## config.mk

```make
export PLATFORM = sky130hd
export DESIGN_NAME = ghash_core
export DESIGN_NICKNAME = d
export VERILOG_FILES = /design/src/rtl/ghash_pkg.sv /design/src/rtl/gf128_mul_digit.sv /design/src/rtl/ghash_core.sv
export SDC_FILE = /design/constraint.sdc
export NUM_CORES = 2
export LEC_CHECK = 0
export BUFFER_PORTS_ARGS = -buffer_cell sky130_fd_sc_hd__buf_2
export CORE_MARGIN = 4
export CORE_UTILIZATION = 25
export CTS_BUF_LIST = sky130_fd_sc_hd__clkbuf_4
export DETAILED_ROUTE_END_ITERATION = 7
export SLEW_MARGIN = 30
export SYNTH_ARGS = -nofsm -noshare
export SYNTH_HDL_FRONTEND = slang
export SYNTH_SLANG_ARGS = --single-unit
```

## constraint.sdc

```tcl
create_clock -name iClk -period 3.47 [get_ports iClk]
set_clock_uncertainty 0.15 [all_clocks]
set_input_delay 0.694 -clock iClk [delete_from_list [all_inputs] [get_ports iClk]]
set_output_delay 0.694 -clock iClk [all_outputs]
set_load 0.05 [all_outputs]
```

## src/rtl/ghash_pkg.sv

```systemverilog
// Shared constants for the GHASH datapath: field width, reduction constant R,
// controller state encoding and the legal multiplier-digit check.
package ghash_pkg;
   localparam int W = 128;

   // x^128 = x^7 + x^2 + x + 1, written in GCM (reflected) bit order
   localparam logic [0:W-1] R = {8'hE1, 120'h0};

   localparam logic [1:0] S_IDLE = 2'd0;
   localparam logic [1:0] S_MULT = 2'd1;
   localparam logic [1:0] S_DONE = 2'd2;

   function automatic bit digit_legal(input int d);
      return d inside {1, 2, 4, 8, 16, 32};
   endfunction
endpackage

```

## src/rtl/gf128_mul_digit.sv

```systemverilog
// One DIGIT-bit step of the right-shift GF(2^128) multiplier; purely combinational,
// consumes x_in[0] first and returns the updated partial product and shifted multiplicand.
module gf128_mul_digit
   import ghash_pkg::*;
#(
   parameter int DIGIT = 8
) (
   input  logic [0:W-1]     z_in,
   input  logic [0:W-1]     v_in,
   input  logic [0:DIGIT-1] x_in,
   output logic [0:W-1]     z_out,
   output logic [0:W-1]     v_out
);
   logic [0:W-1] zv;
   logic [0:W-1] vv;

   always_comb begin
      zv = z_in;
      vv = v_in;
      for (int i = 0; i < DIGIT; i++) begin
         if (x_in[i]) zv = zv ^ vv;
         vv = {1'b0, vv[0:W-2]} ^ (vv[W-1] ? R : '0);
      end
      z_out = zv;
      v_out = vv;
   end
endmodule

```

## src/rtl/ghash_core.sv

```systemverilog
// GHASH accumulator: one block per 128/DIGIT+1 cycles, oReady low while multiplying, no input buffering.
// Define GHASH_TAG_XOR_EN to add the iEkY0 ports and emit the full GCM tag (Y xor EkY0).
module ghash_core
   import ghash_pkg::*;
#(
   parameter int DIGIT = 8
) (
   input  logic         iClk,
   input  logic         iRst,
   input  logic         iInit,
   input  logic [0:127] iHashKey,
   input  logic         iHashKey_valid,
   input  logic [0:127] iBlock,
   input  logic         iBlock_valid,
   input  logic         iLast,
`ifdef GHASH_TAG_XOR_EN
   input  logic [0:127] iEkY0,
   input  logic         iEkY0_valid,
`endif
   output logic         oReady,
   output logic [0:127] oTag,
   output logic         oTag_valid
);
   if (!digit_legal(DIGIT)) begin : g_bad_digit
      $error("ghash_core: DIGIT=%0d is not one of 1,2,4,8,16,32", DIGIT);
   end

   localparam int N  = W / DIGIT;
   localparam int CW = $clog2(N);
   localparam logic [CW-1:0] LAST_STEP = CW'(N - 1);

   logic [1:0]    state;
   logic [CW-1:0] cnt;
   logic          last_q;
   logic [0:W-1]  y, h, x, z, v, tag_y;
   logic [0:W-1]  z_nxt, v_nxt;

   gf128_mul_digit #(.DIGIT(DIGIT)) u_step (
      .z_in (z),
      .v_in (v),
      .x_in (x[0:DIGIT-1]),
      .z_out(z_nxt),
      .v_out(v_nxt)
   );

   always_ff @(posedge iClk) begin
      if (iRst) begin
         state  <= S_IDLE;
         cnt    <= '0;
         last_q <= 1'b0;
         y      <= '0;
         h      <= '0;
         x      <= '0;
         z      <= '0;
         v      <= '0;
         tag_y  <= '0;
      end else if (iInit) begin
         state <= S_IDLE;
         cnt   <= '0;
         y     <= '0;
         tag_y <= '0;
         if (iHashKey_valid) h <= iHashKey;
      end else begin
         case (state)
            S_IDLE: begin
               if (iBlock_valid) begin
                  x      <= y ^ iBlock;
                  z      <= '0;
                  v      <= h;
                  last_q <= iLast;
                  cnt    <= '0;
                  state  <= S_MULT;
               end
            end
            S_MULT: begin
               z   <= z_nxt;
               v   <= v_nxt;
               // next digit of X moves to the low indices the step module reads
               x   <= x << DIGIT;
               cnt <= cnt + 1'b1;
               if (cnt == LAST_STEP) begin
                  y <= z_nxt;
                  if (last_q) begin
                     tag_y <= z_nxt;
                     state <= S_DONE;
                  end else begin
                     state <= S_IDLE;
                  end
               end
            end
            S_DONE:  state <= S_IDLE;
            default: state <= S_IDLE;
         endcase
      end
   end

   assign oReady     = (state == S_IDLE);
   assign oTag_valid = (state == S_DONE);

`ifdef GHASH_TAG_XOR_EN
   logic [0:W-1] eky0;

   always_ff @(posedge iClk) begin
      if (iRst) eky0 <= '0;
      else if (iEkY0_valid) eky0 <= iEkY0;
   end

   assign oTag = tag_y ^ eky0;
`else
   assign oTag = tag_y;
`endif
endmodule

```

# Word-level counts from Yosys, hierarchy flattened
# Cells that the tools add are included.
classes:
  n_mux: 28
  eq_ne: 5
  n_reduce_logical: 10
  bitwise_logic: 18
  addsub: 1
ops:
  columns: ["cell", "count"]
  rows:
  - ["two-way mux 128 bit", 19]
  - ["XOR 128 bit", 9]
  - ["XOR 127 x 128 -> 128 bit", 8]
  - ["one-hot mux 128 bit (2 select lines)", 3]
  - ["AND reduction 3 bit", 3]
  - ["one-hot mux 4 bit (2 select lines)", 1]
  - ["AND reduction 2 bit", 4]
  - ["two-way mux 2 bit", 3]
  - ["adder 4 x 1 -> 4 bit, second input constant", 1]
  - ["equality test 4 bit, second input constant", 1]
  - ["two-way mux 4 bit", 1]
  - ["inequality test 2 bit, second input constant", 2]
  - ["one-hot mux 2 bit (2 select lines)", 1]
  - ["equality test 2 x 1 -> 1 bit, second input constant", 1]
  - ["equality test 2 bit, second input constant", 1]
  - ["logical NOT 2 bit", 1]
  - ["nonzero test 2 bit", 1]
  - ["OR reduction 2 bit", 1]
  - ["inverter 1 bit", 1]
word_totals:
  reg_bits: 775
  inputBits: 262

# Logic depth before layout (Yosys ltp)
depth:
  ltp_word: 17
  depth_mapped: 10
  ltp_nobuf: 7

# Cells and area by module
# Synthesis repeated with hierarchy kept, for this count alone.
hier_totals:
  cells_unflattened: 6230
  hier_area_um2: 49079.6
modules_own_cells:
  columns: ["module", "instances", "area_each_um2", "cells_per_inst"]
  rows:
  - ["ghash_core", 1, 33943.8, 3790]
  - ["gf128_mul_digit", 1, 15135.8, 2440]

# Worst setup path after synthesis
# OpenSTA, ideal clock, no wires.
synth_path:
  path_kind: "in2reg"
  startpoint: "input port iBlock_valid"
  endpoint: "register v[21] (netlist name)"
  path_buffers: 3
  t_required_ns: 3.178
  stages: 7
  t_arrival_ns: 2.023
  slack_ns: 1.155
  path_cell_list: "nand2b_1 -> and2_1 -> clkbuf_1 -> nor2_1 -> clkbuf_1 -> clkbuf_1 -> a311oi_1"
synth_between:
  elab_chain_len: 2
synth_rtl:
  columns: ["item", "line_no", "source"]
  rows:
  - ["start: declaration", "ghash_core.sv:14", "input logic iBlock_valid,"]
  - ["inequality test 2 bit (no source line)", null, null]
  - ["AND reduction 3 bit (no source line)", null, null]
  - ["end signal: assignment", "ghash_core.sv:69", "v <= h;"]
  - ["end signal: assignment", "ghash_core.sv:77", "v <= v_nxt;"]
  - ["end: declaration", "ghash_core.sv:35", "logic [0:W-1] y, h, x, z, v, tag_y;"]
# No other way between the ends.
# A chain may end at the register's enable or synchronous reset.

# Worst setup path after layout
layout_path:
  startpoint: "register state[0]"
  endpoint: "register x[122] (netlist name)"
layout_between:
  elab_chain_len: 3
  elab_cells_between_ends: 6
layout_rtl:
  columns: ["item", "line_no", "source"]
  rows:
  - ["start: declaration", "ghash_core.sv:32", "logic [1:0] state;"]
  - ["start signal: assignment", "ghash_core.sv:48", "state <= S_IDLE;"]
  - ["start signal: assignment", "ghash_core.sv:58", "state <= S_IDLE;"]
  - ["start signal: assignment", "ghash_core.sv:72", "state <= S_MULT;"]
  - ["equality test 2 x 1 -> 1 bit / logical NOT 2 bit (equally long branches)", "ghash_core.sv:64", "case (state)"]
  - ["nonzero test 2 bit (no source line) / inequality test 2 bit (equally long branches)", null, null]
  - ["AND reduction 3 bit (no source line)", null, null]
  - ["end signal: assignment", "ghash_core.sv:67", "x <= y ^ iBlock;"]
  - ["end signal: assignment", "ghash_core.sv:79", "x <= x << DIGIT;"]
  - ["end: declaration", "ghash_core.sv:35", null]
# Several ways; a longest one is shown, not always the timed one.

==> results by group <==
Pwr
  • PD cells: 378 nW/um^2
  • Leak: 21.0 nW
  • VDD IR max: 0.000307 V

CTS
  • CTS tree: built
  • CTS resizes: 0
  • Inserted Clock Buffers: 211
  • CTS max path bufs: 3
  • Clk_lat worst skew: 1.26 ns
  • Root Buffer: clkbuf_4
  • # clock sinks: 775
  • Clk pin slew, worst setup/hold paths: 0.06 ns
  • H-tree depth: 4

Floorplan
  • Die height: 430 microns
  • Die Wd: 430 microns
  • Core area: 177000 sq um
  • Site Rows: 154
  • Die area: 185000 sq um
  • # IOs: 392
  • Starting Density: 0.252

Yosys
  • Register area share after synthesis: 0.348
  • Number of synthesized flops with an enable pin: 0
  • Largest area contributor in the netlist: dfxtp_1
  • Main flop type after synthesis: dfxtp_1
  • Yosys warns: 0
  • Synth area leaders: dfxtp_1, nand2_1, xnor2_1
  • Mean Syn Cell Area: 7.41 sq um
  • Async S/R FF share, synth: 0
  • Syn Nets: 6273
  • Synth Instances: 6010
  • Post-synthesis cell type count: 50
  • Synth top area share: 0.348
  • Synthesized area: 44500 sq um
  • #FFs+latches synth: 775

Finish
  • Most frequent cells in the layout: nand2_1, nor2_1, dfxtp_1
  • Commonest non-fill, non-tap cell in the layout: nand2_1
  • Final Util: 0.326
  • NumNets Final: 7062
  • Final Non-Filler Cells: 9331
  • Synth-to-Final Area Change: 29.4%
  • Fraction of layout cells with a size suffix above 1: 0.131

Critical path
  • Critical Path Source Type: register
  • WP data required: 4.46 ns
  • Critical path's largest stage delay: 0.61 ns
  • Slowest stage cell, crit path: dlygate4sd3_1
  • Most used cell along the critical path: dlygate4sd3_1
  • CP max FO: 24
  • Reg2reg path depth: 8
  • Crit-path cells: nand2b_4 -> and2_1 -> nor2_4 -> buf_4 -> nand3_1 -> dlygate4sd3_1 -> a21oi_1 -> dlygate4sd3_1
  • Critical path data arrival time: 4.12 ns
  • Critical Path End Type: register
  • Critical setup path kind: reg2reg

GRT
  • First-pass GRT wire length: 252000 microns
  • Pin count of the biggest net entering global routing: 180
  • Vias in the first global route: 43400
  • Global Route Usage Sum: 0.173
  • Initial antenna violation count: 28
  • Grt total ovfl: 0

Place
  • Placed Cells: 8332
  • Post-DP HPWL: 113000 microns
  • Pre-CTS setup slack: 0.746 ns
  • Input/output buffers: 391
  • Routability cong.: 0.864

Route
  • Via/cell ratio: 4.62
  • Via count: 43100
  • First-pass detailed-route iteration total: 6
  • Antenna Nets Post-Route: 0
  • # DRC: 0
  • Routed length per instance: 17.7 microns
  • Starting DRT DRC Count: 2966
  • Drt total wl: 165000 microns

Timing
  • Max-slew violations: 0
  • Tmin final: 3.13 ns
  • Final setup margin: 0.339 ns
  • Final setup fails: 0
  • Max Freq: 0.319 GHz
  • Slew headroom: 0.189
  • Slew @ Worst Pin: 1.22 ns
  • Unrepaired setup endpoints after global routing: false
  • Setup TNS: 0 ns
  • Hold Vio Cnt, Final: 0
  • Part of the cycle the worst path needs: 0.902

Job
  • Max-cap viol count: 0

Run status
  • Status: complete, no violations

Worst hold path
  • Worst hold path cell count: 5
  • Min-delay worst type: in2reg
==> worst max-delay path, delay by kind of cell, from the launching register on <==
| kind | cells | cell delay (ns) |
|---|---|---|
| AOI/OAI and AO/OA | 1 | 0.15 |
| buffers and inverters | 3 | 1.48 |
| DFF | 1 | 0.49 |
| and+or+nand+nor | 4 | 0.79 |
==> report_power, final <==
group | internal [mW] | switching, mW | leakage (nW) | total, mW
Sequential | 9.18 | 0.592 | 6.30 | 9.77
Combinational | 1.62 | 1.89 | 13.1 | 3.51
Clock | 4.32 | 4.18 | 1.62 | 8.49
==> kinds of logic after synthesis <==
group | count (synthesis) | synth area share
buffers and inverters | 563 | 0.0506
DFF | 775 | 0.348
and+or+nand+nor | 2694 | 0.230
AOI/OAI and AO/OA | 923 | 0.125
muxes | 3 | 0.000674
xor gates and xnor gates | 1051 | 0.246
adders and majority gates | 1 | 0.000281
==> Yosys cell counts (8+ instances only) <==
cell and number:
a21oi_1 612, a22oi_1 8, a2bb2oi_1 10, a311oi_1 115, a32oi_1 11, buf_1 45, buf_2 85, clkbuf_1 420
dfxtp_1 775, nand2_1 1802, nand2b_1 16, nand3_1 20, nor2_1 834, o211ai_1 120, o21a_1 16, o21ai_0 8
xnor2_1 665, xnor3_1 118, xor2_1 257
==> repair_timing <==
item                      4_1_cts  5_1_grt
hold buffers                  594        0
buffers inserted                0        0
hold endpoints to repair      385        0
==> layout make-up <==
cell class	instances	area, sq um
Fill cell	18700	119000
Inverter	7	26.3
Timing Repair Buffer	1132	9540
Clock buffer	318	2390
Antenna cell	26	65.1
Sequential cell	775	15500
Clock inverter	61	315
Tap cell	2340	2930
Multi-Input combinational cell	4672	26800
==> state kept, by name (all words and copies together) (netlist names) <==
| register | flops |
|---|---|
| last_q | 1 |
| state | 2 |
| z | 128 |
| cnt | 4 |
| h | 128 |
| y | 128 |
| x | 128 |
| v | 128 |
| oTag | 128 |
==> metrics by stage <==
| step | instance area (sq um) | hold slack (ns) | total power [mW] |
|---|---|---|---|
| floorplan | 44500 | 0.279 | 11.8 |
| global placement | 48900 | 0.290 | 12.9 |
| detailed placement | 48900 | 0.295 | 13.0 |
| CTS | 57600 | 0.00157 | 22.1 |
| global route | 57600 | 0.0851 | 22.9 |
| finish | 57600 | 0.200 | 21.8 |
==> per-layer routing <==
| metal | wire length (microns) | vias to the layer above | global-route usage |
|---|---|---|---|
| met5 | 0 | - | 0 |
| met1 | 64300 | 20500 | 0.192 |
| met3 | 8820 | 402 | 0.0332 |
| li1 | - | 20900 | - |
| met4 | 10100 | 0 | 0.110 |
| met2 | 81700 | 1358 | 0.305 |
==> path summary, 6_finish.rpt <==
kind,slack (ns),start,to
worst max-delay path,0.34,state[0]$_SDFFE_PP0P_,x[122]$_SDFFE_PP0P_
worst min-delay path,0.20,iHashKey_valid,h[26]$_SDFFE_PP0P_
worst max register to register,0.34,state[0]$_SDFFE_PP0P_,x[122]$_SDFFE_PP0P_
worst min register to register,0.29,h[57]$_SDFFE_PP0P_,v[57]$_SDFFE_PP0P_
No activity file was read; power rests on OpenSTA's default activity.
